**src/rtl/tx_arbiter.sv**
```systemverilog
// Shares the serial TX pins between the prefetcher and the scheduler. Each grant
// becomes a START, CMD, PAYLOAD frame, and reads awaiting RX replies are counted.
module tx_arbiter #(
  parameter int                  NSHIFT          = 2,
  parameter int                  PAYLOAD_CYCLES  = 8,
  parameter int                  CMD_BITS        = 2,
  parameter int                  MAX_OUTSTANDING = 2,
  parameter logic [CMD_BITS-1:0] CMD_READ_16     = 2'd0
) (
  input  logic                                 clk,
  input  logic                                 rst_n,
  input  logic                                 sched_valid,
  input  logic [CMD_BITS-1:0]                  sched_cmd,
  input  logic                                 sched_reply_wanted,
  input  logic                                 sched_reserve,
  input  logic [NSHIFT-1:0]                    sched_data,
  output logic                                 sched_started,
  output logic                                 sched_data_next,
  input  logic                                 pf_valid,
  input  logic [NSHIFT-1:0]                    pf_data,
  output logic                                 pf_started,
  output logic                                 pf_data_next,
  input  logic                                 rx_done,
  output logic                                 tx_active,
  output logic [$clog2(PAYLOAD_CYCLES):0]      tx_counter,
  output logic                                 tx_done,
  output logic [NSHIFT-1:0]                    tx_pins,
  output logic [$clog2(MAX_OUTSTANDING+1)-1:0] outstanding
);

  localparam int CW = $clog2(PAYLOAD_CYCLES) + 1;
  localparam int OW = $clog2(MAX_OUTSTANDING + 1);
  localparam logic [CW-1:0] LAST_CNT = CW'(PAYLOAD_CYCLES + 1);
  localparam logic [OW-1:0] MAX_OUT  = OW'(MAX_OUTSTANDING);

  typedef enum logic [1:0] {S_IDLE, S_START, S_CMD, S_PAYLOAD} state_t;
  typedef enum logic [1:0] {OWN_NONE, OWN_SCHED, OWN_PF} owner_t;

  state_t              r_state;
  owner_t              r_owner;
  logic [CMD_BITS-1:0] r_cmd;
  logic [CW-1:0]       r_cnt;
  logic [OW-1:0]       r_outstanding;
  logic                r_ready;

  logic w_last, w_room, w_window, w_sched_elig, w_pf_elig;
  logic w_grant_sched, w_grant_pf, w_inc, w_dec;

  // Grant window is IDLE or the last payload cycle; r_ready keeps the cycle after reset quiet.
  always_comb begin
    w_last        = (r_state == S_PAYLOAD) && (r_cnt == LAST_CNT);
    w_room        = (r_outstanding < MAX_OUT);
    w_window      = rst_n && r_ready && ((r_state == S_IDLE) || w_last);
    w_sched_elig  = sched_valid &&
                    ((sched_cmd != CMD_READ_16) || w_room || !sched_reply_wanted);
    w_pf_elig     = pf_valid && !sched_reserve && !sched_valid && w_room;
    w_grant_sched = w_window && w_sched_elig;
    w_grant_pf    = w_window && w_pf_elig;
    w_inc         = w_grant_pf ||
                    (w_grant_sched && (sched_cmd == CMD_READ_16) && sched_reply_wanted);
    w_dec         = rx_done && (r_outstanding != {OW{1'b0}});
  end

  // Pin driver: all ones for START, latched command, then the owner's live payload.
  always_comb begin
    tx_pins = {NSHIFT{1'b0}};
    case (r_state)
      S_START: tx_pins = {NSHIFT{1'b1}};
      S_CMD:   tx_pins = r_cmd;
      S_PAYLOAD: begin
        if (r_owner == OWN_SCHED) begin
          tx_pins = sched_data;
        end else if (r_owner == OWN_PF) begin
          tx_pins = pf_data;
        end else begin
          tx_pins = {NSHIFT{1'b0}};
        end
      end
      default: tx_pins = {NSHIFT{1'b0}};
    endcase
  end

  assign sched_started   = w_grant_sched;
  assign pf_started      = w_grant_pf;
  assign sched_data_next = (r_state == S_PAYLOAD) && (r_owner == OWN_SCHED);
  assign pf_data_next    = (r_state == S_PAYLOAD) && (r_owner == OWN_PF);
  assign tx_active       = (r_state != S_IDLE);
  assign tx_counter      = r_cnt;
  assign tx_done         = w_last;
  assign outstanding     = r_outstanding;

  // Frame sequencer, owner/command latch and outstanding-reply counter.
  always_ff @(posedge clk) begin
    if (!rst_n) begin
      r_state       <= S_IDLE;
      r_owner       <= OWN_NONE;
      r_cmd         <= {CMD_BITS{1'b0}};
      r_cnt         <= {CW{1'b0}};
      r_outstanding <= {OW{1'b0}};
      r_ready       <= 1'b0;
    end else begin
      r_ready <= 1'b1;
      if (w_inc && !w_dec) begin
        r_outstanding <= r_outstanding + OW'(1);
      end else if (w_dec && !w_inc) begin
        r_outstanding <= r_outstanding - OW'(1);
      end else begin
        r_outstanding <= r_outstanding;
      end

      if (w_grant_sched || w_grant_pf) begin
        r_state <= S_START;
        r_cnt   <= {CW{1'b0}};
        r_owner <= w_grant_sched ? OWN_SCHED : OWN_PF;
        r_cmd   <= w_grant_sched ? sched_cmd : CMD_READ_16;
      end else begin
        case (r_state)
          S_IDLE: begin
            r_state <= S_IDLE;
            r_cnt   <= {CW{1'b0}};
            r_owner <= OWN_NONE;
          end
          S_START: begin
            r_state <= S_CMD;
            r_cnt   <= CW'(1);
          end
          S_CMD: begin
            r_state <= S_PAYLOAD;
            r_cnt   <= CW'(2);
          end
          S_PAYLOAD: begin
            if (w_last) begin
              r_state <= S_IDLE;
              r_cnt   <= {CW{1'b0}};
              r_owner <= OWN_NONE;
            end else begin
              r_cnt <= r_cnt + CW'(1);
            end
          end
          default: begin
            r_state <= S_IDLE;
            r_cnt   <= {CW{1'b0}};
            r_owner <= OWN_NONE;
          end
        endcase
      end
    end
  end

endmodule

```
**config.mk**
```make
export PLATFORM = sky130hd
export DESIGN_NAME = tx_arbiter
export DESIGN_NICKNAME = d
export VERILOG_FILES = /design/src/rtl/tx_arbiter.sv
export SDC_FILE = /design/constraint.sdc
export NUM_CORES = 1
export LEC_CHECK = 0
export CAP_MARGIN = 40
export CORE_MARGIN = 2
export CORE_UTILIZATION = 41
export CTS_BUF_LIST = sky130_fd_sc_hd__clkbuf_2 sky130_fd_sc_hd__clkbuf_4 sky130_fd_sc_hd__clkbuf_8
export CTS_CLUSTER_DIAMETER = 120
export DETAILED_ROUTE_END_ITERATION = 8
export GPL_ROUTABILITY_DRIVEN = 0
export PLACE_DENSITY = 0.78
export RECOVER_POWER = 25
export SLEW_MARGIN = 40
export SYNTH_ARGS = -nofsm -noshare
export SYNTH_HDL_FRONTEND = slang
export SYNTH_SLANG_ARGS = --single-unit
```
**constraint.sdc**
```tcl
create_clock -name clk -period 2.4 [get_ports clk]
set_input_delay 0.24 -clock clk [delete_from_list [all_inputs] [get_ports clk]]
set_output_delay 0.24 -clock clk [all_outputs]
set_load 0.01 [all_outputs]
```
==> flow_summary.ini <==
[outcome]
status = finished, final reports clean

[clocking]
clk_pin_slew_ps = 90
cts_hold_buffers = 0
cts_root_buffer = clkbuf_4
clock_sinks = 13
cts_buffers = 3
h-tree-depth = 1
clk_latency_ps = 280
cts_buffer_depth = 2
cts_tree = built

[placement]
numPortBuffers = 26
dp_hpwl_um = 1450
pre_cts_ws_ps = -231
dp_cells = 149

[sta]
finClkSkew_ps = 8.73
max_freq_ghz = 0.443
hold_slack_ps = 452
maxSlewHeadroom_pct = 79.1
finalHoldViolCount = 0
period_share_pct = 94.1
tightest_slew_ps = 310
fin_crit_ps = 2260
fin_ws_ps = 141
maxSlewViolCount = 0
finalSetupViolations = 0
grt_setup_unrepaired = no

[grt]
grt_pass1_vias = 750
grt_usage_pct = 19.7
antenna_found_initial = 0
grt_max_degree = 8
grt_overflow_total = 0
grt_pass1_wl_um = 2990

[run]
drv_cap = 0

[finish]
post-route-util_pct = 71.9
layout_commonest_cell = clkdlybuf4s50_1
multiInputGateArea_um2 = 474
areaGrowthSynthToFinish_pct = 65.7
register_area_um2 = 270
nFillCells = 141
n_antenna_cell = 0
drive_gt1_share_pct = 28.2
layout_common_cells = clkdlybuf4s50_1, buf_4, nand2_1, inv_1, dfxtp_1
layoutNonFillerInstCount = 156
nNetsFinal = 152

[setup_path]
r2r_cells = 10
critical-path-max-stage-delay_ps = 390
worstSetupEndpointType = flip-flop
path_buf_inv = 2
worst-path-stages = 10
cp-start-kind = flip-flop
path_delay_family = simple AND/OR/NAND/NOR gates
cp_max_fo = 2
slowest_stage = or3_4
cp_data_required_time_ps = 2610
arrival_ps = 2470
crit_chain = inv_1 > ha_2 > and4b_2 > nor2_2 > or3_4 > inv_4 > a31o_2 > ha_1 > or3_4 > a21oi_2
crit_type = reg -> reg
cp_common_cell = or3_4

[die]
fp.dieArea_mm2 = 0.00216
io_pins = 27
die_w_um = 46.5
start_util_pct = 43.4
core.rowCount = 15
die_height_um = 46.5
coreArea_mm2 = 0.00171

[synthesis]
syn-instance-count = 84
ys_seq_area_share_pct = 35.1
synth_top_area_share_pct = 35.1
ys_warn_count = 0
netlist_area_um2 = 741
syn-num-nets = 104
ys_seq_elements = 13
synth_area_leader_cell = dfxtp_1
avgSynthCellArea_um2 = 8.82
yosys.cell_types.count = 27
synth_area_leaders = dfxtp_1, ha_1, inv_1

[power]
power_density_mw_per_mm2 = 539
vdd_drop_max_v = 0.000396
leakagePower_nw = 0.569
p_total_mw = 0.661

[detailed_routing]
drtIter0Drc = 10
num_vias = 752
ant_nets = 0
vias_per_cell = 4.82
wire_per_inst_um = 11.6
wl_um = 1800
drt-pass1-iter-count = 4
drc_errors = 0

[worst_hold_path]
min_path_type = reg -> reg
hold_depth = 2
-- registers in the layout, indices dropped and copies added (netlist names) --
name         count
tx_counter       4
r_owner          2
r_state          2
r_cmd            2
r_ready          1
outstanding      2
-- synthesized netlist by cell type --
cell	instances
o2bb2ai_1	2
or4b_1	1
nand3_1	2
ha_1	7
nor4_1	2
a41o_1	2
and2_2	1
or3_2	1
o21ai_0	3
a31o_2	2
and3b_1	1
a21oi_1	4
a221oi_1	2
nand2_1	10
a31oi_1	1
a22oi_4	1
mux2i_1	1
or2b_1	1
xor2_1	3
xnor2_1	1
and4b_1	1
or3_1	3
dfxtp_1	13
or3_4	1
nand3b_1	1
inv_1	10
nor2_1	7
-- tightest hold or removal path, cell delays in order, from the launching register on --
cell	delay (ps)
dfxtp_1	320
inv_1	50
o2bb2ai_1	50
-- routing by layer --
layer	up-vias	routed length [um]	global-route usage, %
li1	392	-	-
met4	0	9	6.86
met5	-	0	0
met2	22	940	35.3
met1	336	762	22.5
met3	2	90	4.71
-- cell type report --
class	instances	share of cell area, %
multi-input combinational	61	38.6
tap	25	2.55
inverter	10	3.26
sequential	13	22.0
clock buffer	4	2.45
timing repair buffer	43	31.1
-- per-stage QoR --
step	TNS, ps	area (um^2)
6_report	0	1230
5_1_grt	0	1230
4_1_cts	0	1200
3_5_place_dp	-323	1170
3_3_place_gp	-227	1170
2_1_floorplan	0	769
-- path summary, 6_finish.rpt --
kind	start	to	slack [ps]
max reg2reg	tx_counter[1]	outstanding[1]	140
min	r_cmd[1]	r_cmd[1]	450
max	tx_counter[1]	outstanding[1]	140
min reg2reg	r_cmd[1]	r_cmd[1]	450
-- power breakdown --
| part | switching (mW) | internal [mW] | total (mW) |
|---|---|---|---|
| logic | 0.107 | 0.141 | 0.248 |
| registers | 0.0232 | 0.240 | 0.263 |
| clock network | 0.0750 | 0.0757 | 0.151 |
-- cell families (layout without fill, tap and decap cells) --
kind of cell    count (synthesis)  in the layout  share of synthesized area, %
compound gates                 17             17                          18.2
flops                          13             13                          35.1
buf+inv                        10             57                          5.07
fa+ha+maj                       7              7                          11.8
xor+xnor                        4              4                          4.73
simple gates                   32             32                          23.7
mux                             1              1                          1.35
-- what timing repair did --
action | CTS | global route
setup endpoints to repair | 3 | 1
setup buffers | 1 | 2
gates resized for setup | 3 | 4
pin swaps | 1 | 2
Note: power is estimated with default switching activity, not from simulation.
